--- src/rtl/spi_burst_reader.sv ---
// Burst reader: turns a word-count read request into per-word flash controller
// transactions. Build option: define SPI_BURST_BYTESWAP_EN to byte-reverse read data.
module spi_burst_reader #(
  parameter logic [7:0] CMD_READ  = 8'h0B,
  parameter logic [3:0] DUMMY_CYC = 4'd8,
  parameter logic [2:0] COMMTYPE  = 3'b010
) (
  input  logic        clk,
  input  logic        rst,
  input  logic        req_valid,
  output logic        req_ready,
  input  logic [31:0] req_addr,
  input  logic [4:0]  req_nwords,
  input  logic        req_4byte,
  input  logic        abort,
  output logic        rsp_valid,
  input  logic        rsp_ready,
  output logic [31:0] rsp_data,
  output logic        rsp_last,
  output logic        busy,
  output logic        m_validflag,
  input  logic        m_tready,
  output logic [31:0] m_address,
  output logic [7:0]  m_command,
  output logic [2:0]  m_commtype,
  output logic [6:0]  m_ndata_bits,
  output logic [3:0]  m_dummy_cycles,
  output logic        m_fourbyteaddr_on,
  input  logic [31:0] m_data_out
);

  // state     | meaning
  // IDLE      | waiting for a burst request
  // ISSUE     | presenting one word transaction to the controller
  // WAIT_LOW  | transaction accepted, waiting for controller to go busy
  // WAIT_DONE | controller busy, waiting for it to finish the word
  // OUT       | holding the word on the response stream
  typedef enum logic [2:0] {IDLE, ISSUE, WAIT_LOW, WAIT_DONE, OUT} state_t;

  state_t      state, state_nx;
  logic [31:0] addr_q;
  logic [4:0]  left_q;
  logic        four_q;
  logic        abort_q;
  logic [31:0] data_q;
  logic        last_q;

  logic        abort_now;
  logic [4:0]  nwords_clamped;
  logic [31:0] addr_next;
  logic [31:0] data_in;

  assign abort_now      = abort_q | abort;
  assign nwords_clamped = (req_nwords == 5'd0 || req_nwords > 5'd16) ? 5'd16 : req_nwords;
  // 3-byte mode wraps inside the 16 MiB window and keeps the top byte clear
  assign addr_next      = four_q ? addr_q + 32'd4 : {8'h00, addr_q[23:0] + 24'd4};

`ifdef SPI_BURST_BYTESWAP_EN
  assign data_in = {m_data_out[7:0], m_data_out[15:8], m_data_out[23:16], m_data_out[31:24]};
`else
  assign data_in = m_data_out;
`endif

  always_comb begin
    state_nx    = state;
    req_ready   = 1'b0;
    busy        = 1'b1;
    m_validflag = 1'b0;
    rsp_valid   = 1'b0;
    rsp_last    = 1'b0;
    case (state)
      IDLE: begin
        req_ready = 1'b1;
        busy      = 1'b0;
        if (req_valid) state_nx = ISSUE;
      end
      ISSUE: begin
        // an abort withdraws the request before the controller can take it
        m_validflag = ~abort_now;
        if (abort_now)     state_nx = IDLE;
        else if (m_tready) state_nx = WAIT_LOW;
      end
      WAIT_LOW: begin
        if (!m_tready) state_nx = WAIT_DONE;
      end
      WAIT_DONE: begin
        if (m_tready) state_nx = OUT;
      end
      OUT: begin
        rsp_valid = 1'b1;
        rsp_last  = last_q;
        if (rsp_ready) state_nx = (last_q || abort_now) ? IDLE : ISSUE;
      end
      default: state_nx = IDLE;
    endcase
  end

  always_ff @(posedge clk or posedge rst) begin
    if (rst) begin
      state   <= IDLE;
      addr_q  <= 32'd0;
      left_q  <= 5'd0;
      four_q  <= 1'b0;
      abort_q <= 1'b0;
      data_q  <= 32'd0;
      last_q  <= 1'b0;
    end else begin
      state <= state_nx;
      if (state == IDLE)  abort_q <= 1'b0;
      else if (abort)     abort_q <= 1'b1;
      case (state)
        IDLE: begin
          if (req_valid) begin
            addr_q <= req_4byte ? req_addr : {8'h00, req_addr[23:0]};
            left_q <= nwords_clamped;
            four_q <= req_4byte;
          end
        end
        WAIT_DONE: begin
          if (m_tready) begin
            data_q <= data_in;
            last_q <= (left_q == 5'd1) || abort_now;
          end
        end
        OUT: begin
          if (rsp_ready) begin
            addr_q <= addr_next;
            left_q <= left_q - 5'd1;
          end
        end
        default: ;
      endcase
    end
  end

  assign rsp_data          = data_q;
  assign m_address         = addr_q;
  assign m_fourbyteaddr_on = four_q;
  assign m_command         = CMD_READ;
  assign m_commtype        = COMMTYPE;
  assign m_ndata_bits      = 7'd32;
  assign m_dummy_cycles    = DUMMY_CYC;

endmodule

--- config.mk ---
export PLATFORM = sky130hd
export DESIGN_NAME = spi_burst_reader
export DESIGN_NICKNAME = d
export VERILOG_FILES = /design/src/rtl/spi_burst_reader.sv
export SDC_FILE = /design/constraint.sdc
export NUM_CORES = 1
export LEC_CHECK = 0
export ABC_AREA = 1
export CAP_MARGIN = 10
export CORE_UTILIZATION = 45
export DETAILED_ROUTE_END_ITERATION = 16
export PLACE_DENSITY_LB_ADDON = 0.3
export SYNTH_ARGS = -nofsm -noshare
export SYNTH_HDL_FRONTEND = slang
export SYNTH_SLANG_ARGS = --single-unit
--- constraint.sdc ---
create_clock -name clk -period 3.2 [get_ports clk]
set_input_delay 0.64 -clock clk [delete_from_list [all_inputs] [get_ports clk]]
set_output_delay 0.64 -clock clk [all_outputs]
set_load 0.05 [all_outputs]
==> metrics.csv, run 1 <==
stage,metric,value,unit
timing,final_hold_viol_count,0,
timing,report.final.setup_viol,0,
routing,drt-wirelength-per-cell,13.3,µm
layout,antenna_diode_instance_count,0,
timing,finalSetupTns,0,ns
worst_setup_path,worst_setup_path_end_kind,primary output,
routing,num_vias,4537,
floorplanning,floorplan.die.height,102,µm
grt,vias_in_the_first_global_route,4271,
pwr,power_leakage,2.98,nW
worst_setup_path,required_worst_endpoint,2.56,ns
placed_design,io_buffers,145,
layout,syn2layout_area_growth,36.0,%
grt,grt.total_usage,24.2,%
layout,layout.cells.most_common_list,"sky130_fd_sc_hd__nand2_1, sky130_fd_sc_hd__clkdlybuf4s50_1, sky130_fd_sc_hd__dfrtp_1",
placed_design,placed_area,5940,µm²
synthesis,ys_dominant_reg_cell,sky130_fd_sc_hd__dfrtp_1,
hold_path,hp-class,reg2reg,
worst_setup_path,timing_worst_setup_path_type,reg2out,
clock_tree,htree_num_levels,3,
routing,dr.first_iter.drc_count,193,
worst_setup_path,critPathArrivalTime,1.96,ns
layout,nets,860,
layout,most_common_cell_after_layout_fill_and_taps_aside,sky130_fd_sc_hd__nand2_1,
outcome,status,finished clean,
pwr,design_power_total,6.54,mW
clock_tree,clock_path_buffers,2,
synthesis,postSynthRegisterBits,75,
grt,grt_first_pass_wirelength,19.6,mm
clock_tree,cts-root-buf,sky130_fd_sc_hd__clkbuf_8,
clock_tree,clkSlewWorstSetupHoldPaths,0.09,ns
synthesis,synthDistinctLibCells,35,
routing,antenna_violating_nets_post_route,0,
clock_tree,cts_resized,0,
synthesis,syn-instance-count,642,
placed_design,hpwlAfterDp,9.04,mm
timing,max_clock_freq,384,MHz
timing,tightest_slew,0.542,ns
floorplanning,io_pins,168,
synthesis,proportion_of_synthesized_flip_flops_having_asynchronous_set_or_reset,100,%
floorplanning,floorplan.rows,36,
timing,finalHoldWorstSlack,0.477,ns
pwr,power_density,1060,nW/µm²
clock_tree,cts-hold-fix-buffers,0,
routing,detailedRoute.firstPassIterationCount,4,
floorplanning,start_util,46.3,%
routing,post-route-drc-count,0,
timing,skew,0.0111,ns
synthesis,yosysWarningCount,0,
clock_tree,numCtsBuffers,9,
synthesis,post_synth_instance_area,4520,µm²
clock_tree,postCtsSetupRepairBufs,0,
clock_tree,clock_tree_from_tritoncts,done,
grt,grt_overflow,0,
synthesis,post_synthesis_average_cell_area,7.05,µm²
clock_tree,clock_sinks,75,
floorplanning,chipWidth,102,µm
placed_design,gpl.final_weighted_congestion,0.912,
worst_setup_path,critPathMaxFanout,47,
layout,layout.filler_cells,897,
grt,antenna_found_initial,0,
synthesis,synth.yosys.seq_area_share,41.5,%
grt,grt_max_degree,48,
timing,worst_slew_margin_rel,63.8,%
routing,drt_wl_total,12.2,mm
worst_setup_path,setup.worst_path.start_class,register,
floorplanning,floorplan.die_area,10500,µm²
run,maxCapViolCount,0,
timing,period_minus_slack,2.60,ns
synthesis,number_of_synthesized_flops_with_an_enable_pin,0,
timing,rsz0062_at_grt,false,
timing,min_period_over_period,81.3,%
timing,final_max_slew_viol_count,0,
worst_setup_path,r2r_slack,0.90,ns
layout,drive_gt1_share,5.86,%
clock_tree,worst_skew_pair.late_latency,0.36,ns
floorplanning,core_region_area,9770,µm²
pwr,vdd.ir_drop.worst,0.000556,V
routing,vias_per_cell,4.94,
layout,finish.instance_area,6150,µm²
==> metal layers <==
metal	global-route usage, %	share of wire (%)
met1	29.4	41
met2	40.4	47
met3	8.28	10
met4	7.91	2.0
met5	0	0
==> metrics by stage <==
step / util [%] / instances / worst slack (ns)
floorplan: - / 662 / 0.650
global placement: 60.8 / 902 / 0.883
detailed placement: 60.8 / 902 / 0.794
CTS: 62.9 / 918 / 0.585
global route: 62.9 / 918 / 0.481
finish: 62.9 / 918 / 0.597
==> cell type report <==
cell class              instances  area [µm²]  share of cell area, %
inverters                      68         258                   4.19
clock buffers                  11         151                   2.46
clock inverters                 5        61.3                  0.997
repair buffers                151        1500                   24.4
flip-flops and latches         75        1880                   30.5
multi-input cells             475        2130                   34.7
well taps                     133         166                   2.70
==> logic make-up after synthesis <==
family	count (synthesis)	share of synthesized area [%]
and+or+nand+nor	364	33.2
xor gates and xnor gates	6	1.16
AOI/OAI and AO/OA	79	9.93
buffers and inverters	112	13.0
other	2	0.166
DFF	75	41.5
adders and majority gates	4	1.11
==> worst max-delay path: stages (launching register included) <==
cell,delay [ns]
sky130_fd_sc_hd__dfrtp_1,0.45
sky130_fd_sc_hd__nor2_4,0.19
sky130_fd_sc_hd__nand2_2,0.07
sky130_fd_sc_hd__buf_4,0.28
sky130_fd_sc_hd__inv_2,0.12
sky130_fd_sc_hd__buf_4,0.31
sky130_fd_sc_hd__buf_12,0.18
==> path summary, 6_finish.rpt <==
kind | cells past startpoint | end | from
worst max-delay path | 6 | rsp_valid | state[0]
worst min-delay path | 2 | rsp_data[16] | rsp_data[16]
worst max register to register | 10 | m_address[12] | state[0]
worst min register to register | 2 | rsp_data[16] | rsp_data[16]
max in group asynchronous | 3 | m_address[28] | rst
min in group asynchronous | 2 | rsp_data[22] | rst
==> cells in the mapped netlist (3+ instances only) <==
cell | n | area (µm²)
sky130_fd_sc_hd__a21oi_1 | 20 | 100
sky130_fd_sc_hd__buf_2 | 11 | 55.1
sky130_fd_sc_hd__buf_4 | 26 | 195
sky130_fd_sc_hd__buf_6 | 4 | 45.0
sky130_fd_sc_hd__dfrtp_1 | 75 | 1880
sky130_fd_sc_hd__ha_1 | 4 | 50.1
sky130_fd_sc_hd__inv_1 | 65 | 244
sky130_fd_sc_hd__nand2_1 | 239 | 897
sky130_fd_sc_hd__nand2_2 | 4 | 25.0
sky130_fd_sc_hd__nand2_4 | 3 | 33.8
sky130_fd_sc_hd__nand3_1 | 37 | 185
sky130_fd_sc_hd__nand4_1 | 3 | 18.8
sky130_fd_sc_hd__nor2_1 | 65 | 244
sky130_fd_sc_hd__nor2_2 | 5 | 31.3
sky130_fd_sc_hd__nor2_4 | 3 | 33.8
sky130_fd_sc_hd__o211ai_1 | 3 | 22.5
sky130_fd_sc_hd__o21ai_0 | 33 | 165
sky130_fd_sc_hd__o21ai_1 | 4 | 20.0
sky130_fd_sc_hd__o21bai_1 | 8 | 60.1
sky130_fd_sc_hd__o22ai_1 | 4 | 25.0
sky130_fd_sc_hd__xor2_1 | 6 | 52.6
==> report_power, final <==
part,total (mW),internal [mW],switching (mW)
combinational,3.90,1.24,2.66
clock,0.789,0.404,0.384
sequential,1.85,1.40,0.448
==> state kept, by name (all words and copies together), names as in the netlist <==
name	cells
m_address	32
rsp_data	32
left_q	5
state	3
abort_q	1
last_q	1
m_fourbyteaddr_on	1
(Power assumes the default switching activity.)
==> inputs of run 2 (changes only) <==
CORE_UTILIZATION = 41   (was 45)
clock period = 2.2 ns   (was 3.2 ns; I/O delays follow)
==> run 2 against run 1 <==
  * Critical path depth is 5 lower
  * Sequential share of layout area is 0.24 points lower
  * Combinational power grew 46%
  * Cell area rose by 0.79%
  * Wire length about the same
  * Clock power increased by 36%
  * Worst hold slack worse by 0.0033 ns
  * Total power is 45% higher
  * Sequential power is 45% higher
  * Setup slack got worse by 0.53 ns
  * Die area increased by 9.6%
  * Critical path type unchanged
==> metrics.csv, run 2 (synthesized netlist as in run 1, its figures left out) <==
stage,metric,value,unit
layout,drive_gt1_share,6.35,%
timing,finalHoldWorstSlack,0.474,ns
layout,finish.instance_area,6200,µm²
grt,grt_first_pass_wirelength,20.5,mm
pwr,comb_power_share,60.4,%
layout,most_common_cell_after_layout_fill_and_taps_aside,sky130_fd_sc_hd__nand2_1,
floorplanning,floorplan.die_area,11500,µm²
placed_design,gpl.final_weighted_congestion,0.861,
clock_tree,postCtsSetupRepairBufs,0,
worst_setup_path,crit_start,m_address[16],
worst_setup_path,r2r_slack,0.44,ns
timing,skew,0.00722,ns
floorplanning,core_region_area,10500,µm²
pwr,swShare,53.4,%
floorplanning,chipWidth,107,µm
worst_setup_path,setup.worst_path.start_class,register,
timing,final_max_slew_viol_count,0,
floorplanning,floorplan.rows,37,
worst_setup_path,reg2reg_from,state[0],
worst_setup_path,cp_cell_sequence,clkdlybuf4s50_1,
routing,drt_wl_total,12.2,mm
worst_setup_path,timing.rr.end,m_address[19],
worst_setup_path,critPathMaxFanout,5,
floorplanning,start_util,43.0,%
clock_tree,htree_num_levels,3,
placed_design,place_ws,0.260,ns
worst_setup_path,setup.worst_path.end,m_address[16],
worst_setup_path,critPathArrivalTime,1.70,ns
placed_design,io_buffers,145,
clock_tree,clock_path_buffers,2,
clock_tree,cts-hold-fix-buffers,0,
timing,final_hold_viol_count,0,
grt,antenna_found_initial,0,
timing,tightest_slew,0.540,ns
grt,grt_max_degree,76,
worst_setup_path,max_stage_delay,0.86,ns
routing,num_vias,4462,
routing,detailedRoute.firstPassIterationCount,4,
placed_design,placed_area,6000,µm²
timing,worst_slack,0.0623,ns
timing,period_minus_slack,2.14,ns
grt,grt_overflow,0,
grt,vias_in_the_first_global_route,4319,
layout,nets,862,
worst_setup_path,critPathTopFamily,buffers and inverters,
clock_tree,numCtsBuffers,9,
pwr,total_switching_power,5.05,mW
clock_tree,worst_skew_pair.late_latency,0.35,ns
clock_tree,clock_sinks,75,
worst_setup_path,timing_worst_setup_path_type,reg2out,
routing,post-route-drc-count,0,
hold_path,hp-class,reg2reg,
timing,finalSetupTns,0,ns
worst_setup_path,r2r_cells,9,
floorplanning,io_pins,168,
pwr,seq_power_share,28.3,%
timing,min_period_over_period,97.2,%
outcome,status,finished clean,
worst_setup_path,cp_num_cells,1,
routing,vias_per_cell,4.83,
pwr,power_density,1520,nW/µm²
timing,worst_slew_margin_rel,63.9,%
clock_tree,clock_tree_from_tritoncts,done,
clock_tree,clkSlewWorstSetupHoldPaths,0.08,ns
timing,max_clock_freq,468,MHz
floorplanning,floorplan.die.height,107,µm
pwr,clockPowerShare,11.3,%
worst_setup_path,required_worst_endpoint,1.76,ns
layout,layout.filler_cells,976,
layout,layout.cells.most_common_list,"sky130_fd_sc_hd__nand2_1, sky130_fd_sc_hd__clkdlybuf4s50_1, sky130_fd_sc_hd__dfrtp_1",
grt,grt.total_usage,22.5,%
worst_setup_path,slowest_stage,sky130_fd_sc_hd__clkdlybuf4s50_1,
layout,antenna_diode_instance_count,0,
worst_setup_path,crit_buf_inv,1,
routing,antenna_violating_nets_post_route,0,
clock_tree,cts_resized,0,
timing,report.final.setup_viol,0,
pwr,vdd.ir_drop.worst,0.000799,V
pwr,power_leakage,3.00,nW
pwr,power_report.internal_total,4.40,mW
timing,rsz0062_at_grt,false,
routing,dr.first_iter.drc_count,208,
routing,drt-wirelength-per-cell,13.3,µm
placed_design,hpwlAfterDp,9.05,mm
worst_setup_path,worst_setup_path_end_kind,primary output,
layout,syn2layout_area_growth,37.1,%
clock_tree,cts-root-buf,sky130_fd_sc_hd__clkbuf_8,
run,maxCapViolCount,0,
[run 2: worst min path at each step]
stage	startpoint	endpoint	slack, ns	cells past startpoint
floorplan	abort_q	abort_q	0.49	2
global placement	rsp_data[18]	rsp_data[18]	0.45	2
detailed placement	rsp_data[15]	rsp_data[15]	0.46	2
CTS	rsp_data[15]	rsp_data[15]	0.48	2
global route	rsp_data[13]	rsp_data[13]	0.50	2
finish	rsp_data[15]	rsp_data[15]	0.47	2
[run 2: per-stage QoR]
step	util (%)	cells	total power [mW]
final	59.0	923	9.45
after global routing	59.0	923	10.1
after CTS	59.0	923	9.51
after detailed placement	57.1	907	8.42
after global placement	57.1	907	8.27
after floorplan	-	662	6.60
[run 2: worst min-delay path, cell delays in order (launching register included)]
cell                      delay [ns]
sky130_fd_sc_hd__dfrtp_1        0.35
sky130_fd_sc_hd__nand2_1        0.05
sky130_fd_sc_hd__nand2_1        0.05
[run 2: layout make-up]
type,instances,area (µm²),share of cell area [%]
well taps,136,170,2.74
flip-flops and latches,75,1880,30.3
clock buffers,10,128,2.06
repair buffers,153,1560,25.2
multi-input cells,475,2130,34.4
inverters,68,262,4.22
clock inverters,6,66.3,1.07
[run 2: per-layer routing]
layer	part of all wire, %	track usage (%)	up-vias	wire, µm
met2	46	37.6	188	5650
met4	1.6	7.63	0	202
met5	0	0	-	0
met3	9.6	6.63	18	1170
met1	43	27.8	2024	5220
li1	-	-	2232	-
[run 2: power groups by stage]
stage | Sequential, mW | Clock, mW | Combinational, mW
global route | 2.78 | 1.14 | 6.17
finish | 2.68 | 1.07 | 5.71
global placement | 2.66 | 0 | 5.61
floorplan | 4.50 | 0 | 2.10
CTS | 2.67 | 1.09 | 5.74
detailed placement | 2.69 | 0 | 5.72
